--- src/rtl/lifo_stack_param_if.sv ---
// Control and data bundle between the decoded PUSH/POP/CALL/RET logic and the LIFO.
// CW is derived here so both sides agree on the count/high-water width.
interface lifo_stack_param_if #(
    parameter int WIDTH = 8,
    parameter int DEPTH = 32
);
    localparam int CW = $clog2(DEPTH + 1);

    logic             push;
    logic             pop;
    logic             flush;
    logic             clear_err;
    logic [WIDTH-1:0] value;
    logic [WIDTH-1:0] out;
    logic [WIDTH-1:0] top;
    logic [CW-1:0]    count;
    logic             empty;
    logic             full;
    logic             overflow;
    logic             underflow;
    logic [CW-1:0]    high_water;

    modport master (
        output push, pop, flush, clear_err, value,
        input  out, top, count, empty, full, overflow, underflow, high_water
    );

    modport slave (
        input  push, pop, flush, clear_err, value,
        output out, top, count, empty, full, overflow, underflow, high_water
    );
endinterface

--- src/rtl/lifo_stack_param.sv ---
// Parametrised push/pop stack with occupancy, sticky error flags, flush,
// replace-top on simultaneous push+pop, zero-latency pop data and a high-water mark.
module lifo_stack_param #(
    parameter int WIDTH = 8,
    parameter int DEPTH = 32
) (
    input logic             clk,
    input logic             rst,
    lifo_stack_param_if.slave bus
);
    localparam int CW = $clog2(DEPTH + 1);
    localparam int AW = $clog2(DEPTH);
    localparam logic [CW-1:0] ONE   = CW'(1);
    localparam logic [CW-1:0] LIMIT = CW'(DEPTH);

    logic [WIDTH-1:0] mem [DEPTH];
    logic [CW-1:0]    count;
    logic [CW-1:0]    count_next;
    logic [CW-1:0]    count_dec;
    logic [CW-1:0]    high_water;
    logic [CW-1:0]    high_water_next;
    logic             overflow;
    logic             underflow;
    logic             ovf_set;
    logic             unf_set;
    logic             is_empty;
    logic             is_full;
    logic             do_write;
    logic [AW-1:0]    top_idx;
    logic [AW-1:0]    wr_idx;
    logic [AW-1:0]    wr_addr;

    assign is_empty  = (count == '0);
    assign is_full   = (count == LIMIT);
    assign count_dec = count - ONE;
    assign top_idx   = count_dec[AW-1:0];
    assign wr_idx    = count[AW-1:0];

    always_comb begin
        count_next = count;
        ovf_set    = 1'b0;
        unf_set    = 1'b0;
        do_write   = 1'b0;
        wr_addr    = wr_idx;
        if (bus.flush) begin
            count_next = '0;
        end else if (bus.push && !bus.pop) begin
            if (!is_full) begin
                do_write   = 1'b1;
                count_next = count + ONE;
            end else begin
                ovf_set = 1'b1;
            end
        end else if (bus.pop && !bus.push) begin
            if (!is_empty) begin
                count_next = count_dec;
            end else begin
                unf_set = 1'b1;
            end
        end else if (bus.push && bus.pop) begin
            // Replace-top keeps occupancy, so a full stack never overflows here
            if (!is_empty) begin
                do_write = 1'b1;
                wr_addr  = top_idx;
            end else begin
                do_write   = 1'b1;
                count_next = ONE;
                unf_set    = 1'b1;
            end
        end
    end

    always_comb begin
        high_water_next = high_water;
        if (bus.clear_err) begin
            high_water_next = '0;
        end else if (count_next > high_water) begin
            high_water_next = count_next;
        end
    end

    always_ff @(posedge clk or negedge rst) begin
        if (!rst) begin
            count      <= '0;
            overflow   <= 1'b0;
            underflow  <= 1'b0;
            high_water <= '0;
        end else begin
            count      <= count_next;
            overflow   <= ovf_set | (overflow & ~bus.clear_err);
            underflow  <= unf_set | (underflow & ~bus.clear_err);
            high_water <= high_water_next;
        end
    end

    // Storage is not reset; writes are suppressed while reset is held
    always_ff @(posedge clk) begin
        if (rst && do_write) begin
            mem[wr_addr] <= bus.value;
        end
    end

    assign bus.out        = (bus.pop && !bus.flush && !is_empty) ? mem[top_idx] : '0;
    assign bus.top        = is_empty ? '0 : mem[top_idx];
    assign bus.count      = count;
    assign bus.empty      = is_empty;
    assign bus.full       = is_full;
    assign bus.overflow   = overflow;
    assign bus.underflow  = underflow;
    assign bus.high_water = high_water;
endmodule

--- src/flat_wrapper.sv ---
// flat-port wrapper written by rule: the top's interface ports become plain ports
module lifo_stack_param_flat 
#(
    parameter int WIDTH = 8,
    parameter int DEPTH = 32
)
  (clk, rst, bus_push, bus_pop, bus_flush, bus_clear_err, bus_value, bus_out, bus_top, bus_count, bus_empty, bus_full, bus_overflow, bus_underflow, bus_high_water);
  lifo_stack_param_if #(.WIDTH(WIDTH), .DEPTH(DEPTH)) bus_i ();
  input logic clk;
  input logic rst;
  input wire logic [$bits(bus_i.push)-1:0] bus_push;
  input wire logic [$bits(bus_i.pop)-1:0] bus_pop;
  input wire logic [$bits(bus_i.flush)-1:0] bus_flush;
  input wire logic [$bits(bus_i.clear_err)-1:0] bus_clear_err;
  input wire logic [$bits(bus_i.value)-1:0] bus_value;
  output wire logic [$bits(bus_i.out)-1:0] bus_out;
  output wire logic [$bits(bus_i.top)-1:0] bus_top;
  output wire logic [$bits(bus_i.count)-1:0] bus_count;
  output wire logic [$bits(bus_i.empty)-1:0] bus_empty;
  output wire logic [$bits(bus_i.full)-1:0] bus_full;
  output wire logic [$bits(bus_i.overflow)-1:0] bus_overflow;
  output wire logic [$bits(bus_i.underflow)-1:0] bus_underflow;
  output wire logic [$bits(bus_i.high_water)-1:0] bus_high_water;
  assign bus_i.push = bus_push;
  assign bus_i.pop = bus_pop;
  assign bus_i.flush = bus_flush;
  assign bus_i.clear_err = bus_clear_err;
  assign bus_i.value = bus_value;
  assign bus_out = bus_i.out;
  assign bus_top = bus_i.top;
  assign bus_count = bus_i.count;
  assign bus_empty = bus_i.empty;
  assign bus_full = bus_i.full;
  assign bus_overflow = bus_i.overflow;
  assign bus_underflow = bus_i.underflow;
  assign bus_high_water = bus_i.high_water;
  lifo_stack_param #(.WIDTH(WIDTH), .DEPTH(DEPTH)) u_core (.clk(clk), .rst(rst), .bus(bus_i));
endmodule
--- config.mk ---
export PLATFORM = sky130hd
export DESIGN_NAME = lifo_stack_param_flat
export DESIGN_NICKNAME = d
export VERILOG_FILES = /design/src/rtl/lifo_stack_param_if.sv /design/src/rtl/lifo_stack_param.sv /design/src/flat_wrapper.sv
export SDC_FILE = /design/constraint.sdc
export NUM_CORES = 1
export LEC_CHECK = 0
export CORE_MARGIN = 2
export CORE_UTILIZATION = 25
export DETAILED_ROUTE_END_ITERATION = 16
export GPL_ROUTABILITY_DRIVEN = 1
export PLACE_DENSITY = 0.39
export SLEW_MARGIN = 0
export SYNTH_ARGS = -nofsm -noshare
export SYNTH_HDL_FRONTEND = slang
export SYNTH_SLANG_ARGS = --single-unit
--- constraint.sdc ---
create_clock -name clk -period 3.7 [get_ports clk]
set_input_delay 0.74 -clock clk [delete_from_list [all_inputs] [get_ports clk]]
set_output_delay 0.74 -clock clk [all_outputs]
set_load 0.02 [all_outputs]
# --- After elaboration in Yosys (flattened, before gate mapping) ---
# Memory sizes are Yosys's and may differ from the RTL's.
# Cells that the tools add are included.
op_classes:
  eq_ne: 1
  order_cmp: 1
  mux: 31
  bitwise: 5
  n_div: 0
  reduce_logical: 12
  n_shift: 0
  n_mul: 0
  add_sub_neg: 2
op_table:
  columns: ["operator", "n"]
  rows:
  - ["$mux W6", 9]
  - ["$mux W5", 5]
  - ["$mux W8", 2]
  - ["$mux W1", 15]
  - ["$add A6 B1 Y6 const B", 1]
  - ["$eq A6 B6 Y1 const B", 1]
  - ["$gt A6 B6 Y1", 1]
  - ["$logic_and A1 B1 Y1", 6]
  - ["$logic_not A6 Y1", 1]
  - ["$sub A6 B1 Y6 const B", 1]
  - ["$logic_not A1 Y1", 4]
  - ["$and A1 B1 Y1", 2]
  - ["$or A1 B1 Y1", 2]
  - ["$reduce_bool A2 Y1", 1]
  - ["$not A1 Y1", 1]
word_totals:
  register_bits: 14
  word_cells: 57
  mem_bits_rw: 256
  mem_bits_ro: 0
  inputBits: 14
  mem_count: 1
  out_inout_bits: 32
  latch_bits: 0
mem_list:
  columns: ["memory", "words", "width", "rd", "rd_ports_with_merged_regs", "write_ports", "line_no", "rtl"]
  rows:
  - ["u_core.mem", 32, 8, 1, 0, 1, "lifo_stack_param.sv:16", "logic [WIDTH-1:0] mem [DEPTH];"]

# --- Longest topological paths before layout ---
logic_depth:
  depth_word: 9
  ltp_mapped: 19
  mapped_depth_nobuf: 15

# --- Worst setup path before layout ---
# OpenSTA, ideal clock, no wires.
synth_timing:
  path_type: "reg-to-output"
  startpoint: "register u_core.count[0], in the netlist u_core.bus.count[0]"
  endpoint: "output bus_out[0]"
  path_slack_ps: -370
  required_time_ps: 2960
  stages_incl_launch_ff: 15
  path_buffers: 5
  arrival_ps: 3330
  cell_sequence: "dfrtp_1 buf_2 buf_4 buf_2 inv_1 ha_1 clkbuf_1 buf_1 mux4_2 nand2_1 and3_1 a311oi_1 a31oi_1 nor2_1 and2_1"
synth_via:
  elab_chain_cells: 4
  elab_cells_between_ends: 6
  classes_between: "add/sub (1); mux (1); reduce/logical (3); memory (1)"
synth_lines:
  columns: ["element", "line_no", "rtl"]
  rows:
  - ["start: declaration", "lifo_stack_param.sv:17", "logic [CW-1:0] count;"]
  - ["start signal: assignment", "lifo_stack_param.sv:89", "count <= count_next;"]
  - ["parallel branches: the longest is 3 deep, another holds $mem_v2 Z32 W8", null, null]
  - ["$mux W8 (*)", "lifo_stack_param.sv:103", "assign bus.out = (bus.pop && !bus.flush && !is_empty) ? mem[top_idx] : '0;"]
  - ["end: declaration", "flat_wrapper.sv:16", "output wire logic [$bits(bus_i.out)-1:0] bus_out;"]
# Every way passes the cells marked *.

# --- Worst setup path in the final report ---
layout_timing:
  startpoint: "register u_core.count[0], in the netlist u_core.bus.count[0]"
  endpoint: "output bus_out[6]"
# Same word-level chain as after synthesis.

==> impl_metrics.csv <==
group,metric,value,unit
floorplan,placement_rows,77,
worst_setup_path,path_cells,"inv_4 > ha_4 > buf_6 > xor2_4 > buf_12 > buf_12 > nand2_2 > a311oi_2 > a31oi_4 > nor2_2 > and2_4 > buf_4",
worst_setup_path,max_incr_delay_on_cp,500,ps
layout,layout.nets,853,
worst_hold_path,hp-class,"primary input to asynchronous set/reset pin",
timing,post-route-min-period,3660,ps
power_and_ir_drop,power_frac_clock,0.339,
power_and_ir_drop,finalPower,7950,uW
grt,grt_antenna_before_repair,0,
grt,global_route_wire_length_before_repair,45.6,mm
route,drt_drc_violations_left,0,
power_and_ir_drop,pwr_density_cell,534,nW/um^2
yosys,synthArstFlopShare,0.0519,
worst_setup_path,cpMaxStageDelayCell,"dfrtp_4",
cts,tritoncts_clock_tree,"yes",
cts,clkSinkCount,270,
power_and_ir_drop,switching_share,0.272,
floorplan,die_height,217,um
worst_setup_path,cp_max_fo,7,
timing,report.final.setup_viol,0,
cts,htreeDepth,1,
floorplan,core,44400,um^2
yosys,ys_seq_elements,270,
outcome,run_status,"finished, final reports clean",
cts,clock_tree.buffer_depth,3,
power_and_ir_drop,switching_power,2160,uW
timing,report.final.slew_viol_count,0,
cts,clock-root-buffer,"clkbuf_16",
worst_setup_path,timing.critical_path.required,2960,ps
timing,timing_worst_slew_pin_value,659,ps
grt,grt_max_degree,33,
timing,slew_headroom,0.561,
worst_setup_path,path_common_cell,"buf_12",
layout,area.growth.synth_to_final,31.8,%
timing,fmaxAchievable,273,MHz
power_and_ir_drop,power.share.sequential,0.426,
yosys,synth_seq_area_share,0.712,
layout,antenna_cells,0,
worst_setup_path,cp_top_family,"buffers and inverters",
cts,clk_latency,560,ps
yosys,ys.warnings.count,0,
timing,finalCritPeriodShare,0.990,
timing,skew,11.3,ps
grt,gr-total-overflow,0,
worst_setup_path,cp-end-kind,"output port",
route,totalWireLength,31.7,mm
floorplan,start_util,0.254,
floorplan,floorplan.die_area,46900,um^2
yosys,mappedNetlistNets,691,
worst_setup_path,worst_ep_arrival_time,2920,ps
yosys,synth-main-ff-cell,"edfxtp_1",
layout,n_fill_cell,4247,
grt,groute.usage.overall,0.131,
timing,grt_setup_unrepaired,"yes",
placed_design,place.gp.congestion,0.757,
route,detail_route.iter0.violations,587,
layout,utilization,0.335,
power_and_ir_drop,peakVddDrop,0.000236,V
run,maxCapViolations,0,
timing,finalHoldViolations,0,
yosys,synth.lib_cells_used.distinct,57,
route,wl_per_cell,21.9,um
yosys,synth_area,11300,um^2
worst_setup_path,timing.critical_path.buf_inv,5,
layout,drive_gt1_frac,0.372,
yosys,post_synth.cell_area_avg,16.8,um^2
floorplan,ios,46,
cts,cts_buffers,30,
placed_design,place_hpwl,19.6,mm
yosys,synthesis.instances,671,
worst_setup_path,timing_worst_setup_path_type,"flop to output port",
worst_setup_path,startpoint_type,"flop",
power_and_ir_drop,p_leak,0.00493,uW
route,post_drt_via_cell_ratio,4.63,
route,route.antenna.remaining_nets,0,
route,dr.pass1.iters,4,
power_and_ir_drop,p_comb_frac,0.235,
cts,cts.reportedPaths.clkPinSlew,60,ps
route,route.vias.total,6705,
grt,number_of_global_route_vias_before_repair,6850,
yosys,synth_edf_count,256,
floorplan,die_w,217,um
power_and_ir_drop,cellInternalPower,5790,uW
placed_design,buffer_ports.inserted,45,
power by group through the flow:
stage	logic, uW	clock network [uW]	registers [uW]
floorplan	775	0	3460
global placement	1440	0	3440
detailed placement	1450	0	3450
CTS	1740	2770	3380
global route	1980	2880	3390
finish	1870	2700	3390
state kept, by name, indices dropped and copies added (netlist names):
signal,flops
u_core.bus.count,6
u_core.bus.underflow,1
u_core.bus.high_water,6
u_core.bus.overflow,1
u_core.mem,256
stage by stage:
| step | area (um^2) | cells | TNS (ps) | hold WS [ps] | worst slack [ps] |
|---|---|---|---|---|---|
| 6_report | 14900 | 1449 | 0 | 505 | 36.7 |
| 4_1_cts | 14600 | 1436 | -377 | 485 | -59.2 |
| 5_1_grt | 14900 | 1449 | -333 | 504 | -46.9 |
| 2_1_floorplan | 11300 | 671 | 0 | 444 | 33.8 |
| 3_5_place_dp | 13100 | 1362 | -797 | 519 | -127 |
| 3_3_place_gp | 13100 | 1362 | -637 | 524 | -125 |
what timing repair did:
item / 4_1_cts / 5_1_grt
gates resized for setup: 141 / 46
hold buffers: 0 / 0
endpoints found under the setup margin: 21 / 21
pin swaps: 15 / 28
buffers inserted: 14 / 13
cloned: 6 / 4
placed cells by master (no fill, tap or decap), types with 11 or more instances in the layout:
cell type	count
edfxtp_1	256
buf_4	96
nand2_1	75
mux4_2	64
nor2_1	41
clkbuf_16	34
clkdlybuf4s50_1	28
nand3_1	24
buf_6	18
inv_1	14
buf_12	13
nand2_2	12
dfrtp_1	12
clkbuf_1	11
path summary, 6_finish.rpt:
path                                     start                       end  slack [ps]  cells after the start
setup / recovery           u_core.bus.count[0]                bus_out[6]          40                     12
hold / removal                             rst       u_core.bus.overflow         510                      2
setup reg to reg           u_core.bus.count[0]  u_core.bus.high_water[2]         130                     17
hold reg to reg            u_core.bus.overflow       u_core.bus.overflow         540                      2
max in group asynchronous                  rst       u_core.bus.count[0]        2980                      2
min in group clk           u_core.bus.overflow       u_core.bus.overflow         540                      2
worst reg2reg max path, cell delays in order, from the launching register on:
cell and delay [ps]:
dfrtp_4 500, inv_4 80, ha_4 150, buf_6 130, buf_6 100, or4b_4 480, o21ai_4 180, o22ai_1 100
nor2_1 240, a311oi_1 90, buf_4 170, ha_4 220, nor2b_1 160, o211a_1 150, a221oi_2 220, o2111a_2 300
o21ai_1 70, a21oi_1 160
kinds of logic (layout without fill, tap and decap cells):
logic type | count (synthesis) | in the layout | share of synthesized area
multiplexers | 65 | 65 | 0.129
AND/OR/NAND/NOR | 203 | 204 | 0.0832
AO/OA/AOI/OAI | 68 | 68 | 0.0442
buffers and inverters | 54 | 239 | 0.0212
adder cells (fa/ha/maj) | 6 | 6 | 0.00665
flip-flops | 270 | 270 | 0.712
XOR/XNOR | 5 | 5 | 0.00388
Yosys cell counts (all sizes together), types with 2 or more instances:
master / n / area, um^2
edfxtp: 256 / 7690
and2: 8 / 50.1
xnor2: 4 / 35.0
o21ai: 13 / 65.1
nor2b: 5 / 31.3
o221ai: 2 / 23.8
buf: 22 / 118
o2111ai: 2 / 17.5
dfrtp: 14 / 350
a311oi: 9 / 78.8
nand2: 87 / 327
a21oi: 10 / 50.1
ha: 6 / 75.1
a31oi: 10 / 62.6
nand4b: 4 / 35.0
nand2b: 3 / 18.8
mux4: 64 / 1440
and3: 9 / 56.3
nor2: 50 / 188
inv: 16 / 60.1
or3: 2 / 17.5
clkbuf: 16 / 61.3
nor3: 3 / 15.0
a211oi: 4 / 35.0
o211ai: 2 / 15.0
o311a: 2 / 20.0
a32o: 2 / 20.0
nand3: 25 / 125
area by class of cell:
cell class                 instances  area, um^2  area share
sequential                       270        8040       0.541
multi-input combinational        348        3440       0.231
tap                              592         741      0.0498
clock buffer                      42         817      0.0549
clock inverter                    14        70.1     0.00471
timing repair buffer             167        1700       0.114
inverter                          16        65.1     0.00437
routing by layer:
metal	up-vias	wire length, um	track usage
met1	3507	14900	0.189
met3	40	1320	0.0170
li1	2981	-	-
met5	-	0	0
met4	0	569	0.0342
met2	177	14900	0.210
Power figures use the tool's default switching activity.
